## src/rtl/sfu_lane_sequencer_if.sv

```systemverilog
// Request, SFU-core and writeback signals of the lane sequencer, grouped as one bundle.
// slave = sequencer side; master = dispatcher/SFU-core/writeback side.
interface sfu_lane_sequencer_if #(
  parameter int LANES = 4,
  parameter int DW    = 24
) ();
  logic                  req_valid_i;
  logic                  req_ready_o;
  logic [LANES*DW-1:0]   req_operand_i;
  logic [2:0]            req_op_i;
  logic [LANES-1:0]      req_mask_i;
  logic [5:0]            req_dest_i;

  logic [DW-1:0]         sfu_core_operand_o;
  logic [2:0]            sfu_core_special_op_o;
  logic                  sfu_valid_o;
  logic [DW-1:0]         sfu_core_result_i;
  logic                  sfu_core_valid_i;

  logic                  wb_valid_o;
  logic [LANES*DW-1:0]   wb_result_o;
  logic [LANES-1:0]      wb_mask_o;
  logic [5:0]            wb_dest_o;
  logic                  wb_err_o;
  logic                  busy_o;

  modport slave (
    input  req_valid_i, req_operand_i, req_op_i, req_mask_i, req_dest_i,
    input  sfu_core_result_i, sfu_core_valid_i,
    output req_ready_o, sfu_core_operand_o, sfu_core_special_op_o, sfu_valid_o,
    output wb_valid_o, wb_result_o, wb_mask_o, wb_dest_o, wb_err_o, busy_o
  );

  modport master (
    output req_valid_i, req_operand_i, req_op_i, req_mask_i, req_dest_i,
    output sfu_core_result_i, sfu_core_valid_i,
    input  req_ready_o, sfu_core_operand_o, sfu_core_special_op_o, sfu_valid_o,
    input  wb_valid_o, wb_result_o, wb_mask_o, wb_dest_o, wb_err_o, busy_o
  );
endinterface

```

## src/rtl/sfu_lane_sequencer.sv

```systemverilog
// Serialises a masked LANES-wide SFU request onto a single-lane core, one issue per active lane, then one vector writeback.
// Issue 1 cycle after accept or after each response; wb 1 cycle after the last response; no new request until wb is done.
module sfu_lane_sequencer #(
  parameter int LANES   = 4,
  parameter int DW      = 24,
  parameter int TIMEOUT = 255
) (
  input  logic                 clk_i,
  input  logic                 rst_i,
  sfu_lane_sequencer_if.slave  bus
);

  localparam int LW = (LANES > 1) ? $clog2(LANES) : 1;
  localparam int TW = (TIMEOUT > 1) ? $clog2(TIMEOUT) : 1;
  localparam logic [TW-1:0] T_LAST = (TIMEOUT > 0) ? TW'(TIMEOUT - 1) : '0;

  typedef enum logic [1:0] {
    S_IDLE  = 2'd0,
    S_ISSUE = 2'd1,
    S_WAIT  = 2'd2,
    S_DONE  = 2'd3
  } state_t;

  state_t                      r_state, w_state_nxt;
  logic                        r_ready;
  logic [LANES-1:0]            r_pending, w_pending_nxt;
  logic [LW-1:0]               r_lane, w_lane_nxt;
  logic [TW-1:0]               r_timer, w_timer_nxt;
  logic [LANES-1:0][DW-1:0]    r_ops, w_ops_nxt;
  logic [2:0]                  r_op, w_op_nxt;
  logic [LANES-1:0]            r_mask, w_mask_nxt;
  logic [5:0]                  r_dest, w_dest_nxt;
  logic [LANES-1:0][DW-1:0]    r_res, w_res_nxt;
  logic                        r_err, w_err_nxt;

  logic                        r_sfu_vld, w_sfu_vld_nxt;
  logic [DW-1:0]               r_sfu_opnd, w_sfu_opnd_nxt;
  logic [2:0]                  r_sfu_op, w_sfu_op_nxt;
  logic                        r_wb_vld, w_wb_vld_nxt;
  logic [LANES-1:0][DW-1:0]    r_wb_res, w_wb_res_nxt;
  logic [LANES-1:0]            r_wb_mask, w_wb_mask_nxt;
  logic [5:0]                  r_wb_dest, w_wb_dest_nxt;
  logic                        r_wb_err, w_wb_err_nxt;

  logic [LANES-1:0][DW-1:0]    w_ops_in;
  logic                        w_timeout;
  logic                        w_advance;
  logic                        w_go_issue;
  logic                        w_go_done;

  function automatic logic [LW-1:0] f_lowest(input logic [LANES-1:0] p);
    logic [LW-1:0] l;
    l = '0;
    for (int i = LANES - 1; i >= 0; i--) begin
      if (p[i]) l = LW'(i);
    end
    return l;
  endfunction

  assign w_ops_in  = bus.req_operand_i;
  assign w_timeout = (TIMEOUT != 0) && (r_timer == T_LAST);

  always_comb begin
    w_state_nxt    = r_state;
    w_pending_nxt  = r_pending;
    w_lane_nxt     = r_lane;
    w_timer_nxt    = r_timer;
    w_ops_nxt      = r_ops;
    w_op_nxt       = r_op;
    w_mask_nxt     = r_mask;
    w_dest_nxt     = r_dest;
    w_res_nxt      = r_res;
    w_err_nxt      = r_err;
    w_sfu_vld_nxt  = 1'b0;
    w_sfu_opnd_nxt = r_sfu_opnd;
    w_sfu_op_nxt   = r_sfu_op;
    w_wb_vld_nxt   = 1'b0;
    w_wb_res_nxt   = r_wb_res;
    w_wb_mask_nxt  = r_wb_mask;
    w_wb_dest_nxt  = r_wb_dest;
    w_wb_err_nxt   = r_wb_err;
    w_advance      = 1'b0;
    w_go_issue     = 1'b0;
    w_go_done      = 1'b0;

    case (r_state)
      S_IDLE: begin
        if (bus.req_valid_i) begin
          w_ops_nxt     = w_ops_in;
          w_op_nxt      = bus.req_op_i;
          w_mask_nxt    = bus.req_mask_i;
          w_dest_nxt    = bus.req_dest_i;
          w_pending_nxt = bus.req_mask_i;
          w_res_nxt     = '0;
          w_err_nxt     = 1'b0;
          w_go_issue    = |bus.req_mask_i;
          w_go_done     = ~|bus.req_mask_i;
        end
      end
      S_ISSUE: begin
        w_timer_nxt = '0;
        w_state_nxt = S_WAIT;
      end
      S_WAIT: begin
        // A response arriving on the watchdog's last cycle still counts as good data.
        if (bus.sfu_core_valid_i) begin
          w_res_nxt[r_lane]     = bus.sfu_core_result_i;
          w_pending_nxt[r_lane] = 1'b0;
          w_advance             = 1'b1;
        end else if (w_timeout) begin
          w_res_nxt[r_lane]     = '0;
          w_pending_nxt[r_lane] = 1'b0;
          w_err_nxt             = 1'b1;
          w_advance             = 1'b1;
        end else begin
          w_timer_nxt = r_timer + 1'b1;
        end
      end
      S_DONE: begin
        w_state_nxt = S_IDLE;
      end
      default: begin
        w_state_nxt = S_IDLE;
      end
    endcase

    if (w_advance) begin
      w_go_issue = |w_pending_nxt;
      w_go_done  = ~|w_pending_nxt;
    end

    // Issue/writeback registers load on the transition edge so the pulse lines up with ISSUE/DONE.
    if (w_go_issue) begin
      w_state_nxt    = S_ISSUE;
      w_lane_nxt     = f_lowest(w_pending_nxt);
      w_sfu_vld_nxt  = 1'b1;
      w_sfu_opnd_nxt = w_ops_nxt[w_lane_nxt];
      w_sfu_op_nxt   = w_op_nxt;
    end

    if (w_go_done) begin
      w_state_nxt   = S_DONE;
      w_wb_vld_nxt  = 1'b1;
      w_wb_res_nxt  = w_res_nxt;
      w_wb_mask_nxt = w_mask_nxt;
      w_wb_dest_nxt = w_dest_nxt;
      w_wb_err_nxt  = w_err_nxt;
    end
  end

  always_ff @(posedge clk_i) begin
    if (rst_i) begin
      r_state    <= S_IDLE;
      r_ready    <= 1'b1;
      r_pending  <= '0;
      r_lane     <= '0;
      r_timer    <= '0;
      r_ops      <= '0;
      r_op       <= '0;
      r_mask     <= '0;
      r_dest     <= '0;
      r_res      <= '0;
      r_err      <= 1'b0;
      r_sfu_vld  <= 1'b0;
      r_sfu_opnd <= '0;
      r_sfu_op   <= '0;
      r_wb_vld   <= 1'b0;
      r_wb_res   <= '0;
      r_wb_mask  <= '0;
      r_wb_dest  <= '0;
      r_wb_err   <= 1'b0;
    end else begin
      r_state    <= w_state_nxt;
      r_ready    <= (w_state_nxt == S_IDLE);
      r_pending  <= w_pending_nxt;
      r_lane     <= w_lane_nxt;
      r_timer    <= w_timer_nxt;
      r_ops      <= w_ops_nxt;
      r_op       <= w_op_nxt;
      r_mask     <= w_mask_nxt;
      r_dest     <= w_dest_nxt;
      r_res      <= w_res_nxt;
      r_err      <= w_err_nxt;
      r_sfu_vld  <= w_sfu_vld_nxt;
      r_sfu_opnd <= w_sfu_opnd_nxt;
      r_sfu_op   <= w_sfu_op_nxt;
      r_wb_vld   <= w_wb_vld_nxt;
      r_wb_res   <= w_wb_res_nxt;
      r_wb_mask  <= w_wb_mask_nxt;
      r_wb_dest  <= w_wb_dest_nxt;
      r_wb_err   <= w_wb_err_nxt;
    end
  end

  assign bus.req_ready_o           = r_ready;
  assign bus.busy_o                = ~r_ready;
  assign bus.sfu_valid_o           = r_sfu_vld;
  assign bus.sfu_core_operand_o    = r_sfu_opnd;
  assign bus.sfu_core_special_op_o = r_sfu_op;
  assign bus.wb_valid_o            = r_wb_vld;
  assign bus.wb_result_o           = r_wb_res;
  assign bus.wb_mask_o             = r_wb_mask;
  assign bus.wb_dest_o             = r_wb_dest;
  assign bus.wb_err_o              = r_wb_err;

endmodule

```

## src/flat_wrapper.sv

```systemverilog
// flat-port wrapper written by rule: the top's interface ports become plain ports
module sfu_lane_sequencer_flat 
#(
  parameter int LANES   = 4,
  parameter int DW      = 24,
  parameter int TIMEOUT = 255
)
  (clk_i, rst_i, bus_req_valid_i, bus_req_operand_i, bus_req_op_i, bus_req_mask_i, bus_req_dest_i, bus_sfu_core_result_i, bus_sfu_core_valid_i, bus_req_ready_o, bus_sfu_core_operand_o, bus_sfu_core_special_op_o, bus_sfu_valid_o, bus_wb_valid_o, bus_wb_result_o, bus_wb_mask_o, bus_wb_dest_o, bus_wb_err_o, bus_busy_o);
  sfu_lane_sequencer_if #(.LANES(LANES), .DW(DW)) bus_i ();
  input  logic clk_i;
  input  logic rst_i;
  input wire logic [$bits(bus_i.req_valid_i)-1:0] bus_req_valid_i;
  input wire logic [$bits(bus_i.req_operand_i)-1:0] bus_req_operand_i;
  input wire logic [$bits(bus_i.req_op_i)-1:0] bus_req_op_i;
  input wire logic [$bits(bus_i.req_mask_i)-1:0] bus_req_mask_i;
  input wire logic [$bits(bus_i.req_dest_i)-1:0] bus_req_dest_i;
  input wire logic [$bits(bus_i.sfu_core_result_i)-1:0] bus_sfu_core_result_i;
  input wire logic [$bits(bus_i.sfu_core_valid_i)-1:0] bus_sfu_core_valid_i;
  output wire logic [$bits(bus_i.req_ready_o)-1:0] bus_req_ready_o;
  output wire logic [$bits(bus_i.sfu_core_operand_o)-1:0] bus_sfu_core_operand_o;
  output wire logic [$bits(bus_i.sfu_core_special_op_o)-1:0] bus_sfu_core_special_op_o;
  output wire logic [$bits(bus_i.sfu_valid_o)-1:0] bus_sfu_valid_o;
  output wire logic [$bits(bus_i.wb_valid_o)-1:0] bus_wb_valid_o;
  output wire logic [$bits(bus_i.wb_result_o)-1:0] bus_wb_result_o;
  output wire logic [$bits(bus_i.wb_mask_o)-1:0] bus_wb_mask_o;
  output wire logic [$bits(bus_i.wb_dest_o)-1:0] bus_wb_dest_o;
  output wire logic [$bits(bus_i.wb_err_o)-1:0] bus_wb_err_o;
  output wire logic [$bits(bus_i.busy_o)-1:0] bus_busy_o;
  assign bus_i.req_valid_i = bus_req_valid_i;
  assign bus_i.req_operand_i = bus_req_operand_i;
  assign bus_i.req_op_i = bus_req_op_i;
  assign bus_i.req_mask_i = bus_req_mask_i;
  assign bus_i.req_dest_i = bus_req_dest_i;
  assign bus_i.sfu_core_result_i = bus_sfu_core_result_i;
  assign bus_i.sfu_core_valid_i = bus_sfu_core_valid_i;
  assign bus_req_ready_o = bus_i.req_ready_o;
  assign bus_sfu_core_operand_o = bus_i.sfu_core_operand_o;
  assign bus_sfu_core_special_op_o = bus_i.sfu_core_special_op_o;
  assign bus_sfu_valid_o = bus_i.sfu_valid_o;
  assign bus_wb_valid_o = bus_i.wb_valid_o;
  assign bus_wb_result_o = bus_i.wb_result_o;
  assign bus_wb_mask_o = bus_i.wb_mask_o;
  assign bus_wb_dest_o = bus_i.wb_dest_o;
  assign bus_wb_err_o = bus_i.wb_err_o;
  assign bus_busy_o = bus_i.busy_o;
  sfu_lane_sequencer #(.LANES(LANES), .DW(DW), .TIMEOUT(TIMEOUT)) u_core (.clk_i(clk_i), .rst_i(rst_i), .bus(bus_i));
endmodule
```

## config.mk

```make
export PLATFORM = sky130hd
export DESIGN_NAME = sfu_lane_sequencer_flat
export DESIGN_NICKNAME = d
export VERILOG_FILES = /design/src/rtl/sfu_lane_sequencer_if.sv /design/src/rtl/sfu_lane_sequencer.sv /design/src/flat_wrapper.sv
export SDC_FILE = /design/constraint.sdc
export NUM_CORES = 1
export LEC_CHECK = 0
export BUFFER_PORTS_ARGS = -buffer_cell sky130_fd_sc_hd__buf_2
export CAP_MARGIN = 20
export CORE_UTILIZATION = 30
export CTS_CLUSTER_DIAMETER = 150
export CTS_CLUSTER_SIZE = 14
export DETAILED_ROUTE_END_ITERATION = 6
export PLACE_DENSITY = 0.49
export REMOVE_ABC_BUFFERS = 1
export SKIP_CTS_REPAIR_TIMING = 1
export SYNTH_ARGS = -nofsm -noshare
export SYNTH_HDL_FRONTEND = slang
export SYNTH_SLANG_ARGS = --single-unit
```

## constraint.sdc

```tcl
create_clock -name clk_i -period 5 [get_ports clk_i]
set_input_delay 1 -clock clk_i [delete_from_list [all_inputs] [get_ports clk_i]]
set_output_delay 1 -clock clk_i [all_outputs]
set_load 0.05 [all_outputs]
```

==> results.cfg <==
[status]
outcome = completed

[clock_network]
clk_latency_ns = 0.59
cts-buffers-inserted = 29
root_buffer = clkbuf_16
cts_tree = done
path_clk_slew_ns = 0.07
cts.htree.levels = 1
clk_path_buf_depth = 3
cts_sinks = 359

[yosys]
yosysTopAreaCell = dfxtp_1
synthArstFlopShare = 0
syn_avg_cell_area_sq_um = 9.40
synth_area_sq_mm = 0.0138
synthFlopType = dfxtp_1
synth_warnings = 0
yosys-top-cells-count = dfxtp_1, nor2_1, a211oi_1
synth_top_area_share = 0.522
yosysMostFrequentCell = dfxtp_1
ys_seq_area_frac = 0.522
yosys-top-cells-area = dfxtp_1, nor2_1, mux2i_1, a211oi_1, a32oi_1
syn-instance-count = 1465
ys_ff_latch = 359
synth_cell_type_count = 54
synth_edf_count = 0

[timing]
max_freq_ghz = 0.275
slew_headroom = 0.286
rsz0062_at_grt = no
slew_viol_final = 0
period_minus_slack_ns = 3.64
worstMarginPinSlew_ns = 1.07
setup_viol = 0
finalHoldViolCount = 0
finalCritPeriodShare = 0.728
finClkSkew_ns = 0.0263

[global_route]
antenna_found_initial = 5
grt_use_total = 0.173
grt_overflow = 0
grt_pass1_vias = 10800
grt_pass1_wl_um = 64300
grt_max_degree = 143

[floorplan]
die-area_sq_mm = 0.0468
die_y_um = 216
die_w_um = 216
rows = 78
initial_core_util = 0.304
ios = 275
coreArea_sq_mm = 0.0453

[setup_path]
slowest_stage = o31ai_4
crit_required_ns = 5.49
crit_path_end_kind = register
worst_setup_path_start_kind = register
cp_cell_sequence = inv_1 -> ha_1 -> inv_1 -> nor2_2 -> a31oi_4 -> o31ai_4 -> buf_12 -> nor2_1 -> a211oi_1
critPathKind = register to register
worstPathArrival_ns = 4.13
crit_path_max_incr_delay_ns = 0.85
crit_top_cell = inv_1
r2r_start = u_core.r_state[0]
cp-startpoint = u_core.r_state[0]
path_max_fanout = 74

[route]
wire_per_inst_um = 18.4
drt_iter0_drc = 608
drtAntennaViolNets = 0
drtPass1Iterations = 5
drc = 0
wirelength_um = 41800
via_count = 11400
vias_per_cell = 5.02

[layout]
fin_nets = 1808
stdcell_count = 2268
final_core_util = 0.363
drive_gt1_frac = 0.216
n_fill_cell = 4688
area_delta_synth_final_pct = 19.4

[worst_hold_path]
hold_class = register to register
hold_path.startpoint = u_core.r_ops[70]

[placement]
placedCellCount = 2233
dpl.hpwl_um = 26100
place.gp.congestion = 0.761
port_buffers = 274

[flow_run]
max_cap_violations = 0

[power_and_ir_drop]
p_per_area_mw_per_mm2 = 482
power_leakage_nw = 6.37
ir_worst_vdd_v = 0.000263
[placed cells by master, fill, tap and decap left out, types with 3 or more instances in the layout]
cell and count:
a32oi_1 91, or2_2 13, a21o_1 31, buf_12 5, a21oi_1 31, diode_2 3
a41oi_1 25, a21boi_0 24, mux2i_1 85, a32o_1 4, or3_1 26, ha_1 6
nor3b_1 24, buf_4 21, dfxtp_1 359, or2_1 6, mux2_2 3, clkbuf_16 29
o21ai_0 28, nand2_1 62, xor2_1 3, inv_1 32, buf_2 273, nand4_1 4
or2_0 6, nor2b_1 9, a211oi_1 113, nor2_1 302, a22oi_1 9
[metal layers]
layer / global-route usage / up-vias / share of wire
met5: 0 / - / 0.00081
met4: 0.0434 / 6 / 0.019
met3: 0.0303 / 51 / 0.043
met2: 0.286 / 189 / 0.47
met1: 0.233 / 5542 / 0.47
li1: - / 5608 / -
[path summary, 6_finish.rpt]
| path | end | slack (ns) | depth (start not counted) |
|---|---|---|---|
| worst max-delay path | u_core.bus.wb_result_o[83] | 1.36 | 9 |
| worst min-delay path | u_core.r_ops[70] | 0.46 | 2 |
| worst max register to register | u_core.bus.wb_result_o[83] | 1.36 | 9 |
| worst min register to register | u_core.r_ops[70] | 0.46 | 2 |
[area by class of cell]
class	count	area, sq um	share of cell area
sequential	359	7190	0.437
multi-input combinational	940	5940	0.361
timing repair buffer	302	1680	0.102
tap	600	751	0.0457
clock buffer	29	726	0.0441
inverter	33	124	0.00753
clock inverter	2	27.5	0.00167
antenna	3	7.51	0.000457
[registers in the layout, summed over array words and instances (netlist names)]
name and cells:
u_core.r_dest 6, u_core.r_res 96, u_core.bus.wb_mask_o 4, u_core.bus.sfu_core_operand_o 24
u_core.r_op 3, u_core.bus.sfu_core_special_op_o 3, u_core.bus.wb_dest_o 6, u_core.r_state 2
u_core.r_mask 4, u_core.bus.wb_valid_o 1, u_core.r_ops 96, u_core.bus.sfu_valid_o 1
u_core.r_err 1, u_core.bus.wb_result_o 96, u_core.bus.req_ready_o 1, u_core.r_pending 4
u_core.bus.wb_err_o 1, u_core.r_lane 2, u_core.r_timer 8
[worst max-delay path, delay by kind of cell (launching register included)]
kind                     cells  cell delay, ns
flip-flops                   1            0.34
buffers and inverters        3            0.78
AO/OA/AOI/OAI                3            1.33
adder cells (fa/ha/maj)      1            0.69
AND/OR/NAND/NOR              2            0.36
[power by group]
part | leakage, nW | switching, mW | total, mW | internal (mW)
registers | 2.92 | 0.138 | 3.31 | 3.17
clock network | 0.367 | 1.04 | 2.07 | 1.03
logic | 3.08 | 1.82 | 2.56 | 0.731
[stage by stage]
step	hold WS (ns)	total power, mW	worst slack (ns)	instance area, sq um	setup TNS (ns)
6_report	0.461	7.93	1.36	16400	0
4_1_cts	0.462	8.04	1.32	16400	0
5_1_grt	0.485	8.35	1.08	16400	0
3_5_place_dp	0.452	5.94	1.27	15700	0
2_1_floorplan	0.432	5.09	-3.23	13200	-487.02
3_3_place_gp	0.445	5.90	1.34	15600	0
[logic make-up (layout without fill, tap and decap cells)]
group                      after synthesis  in the layout  share of synthesized area
AOI/OAI and AO/OA                      374            374                      0.208
and+or+nand+nor                        469            469                      0.149
adders and majority gates                6              6                    0.00545
other                                    0              3                          0
DFF                                    359            359                      0.522
muxes                                   88             88                     0.0643
buffers and inverters                  166            366                     0.0495
xor gates and xnor gates                 3              3                    0.00191
Note: power is estimated with default switching activity, not from simulation.
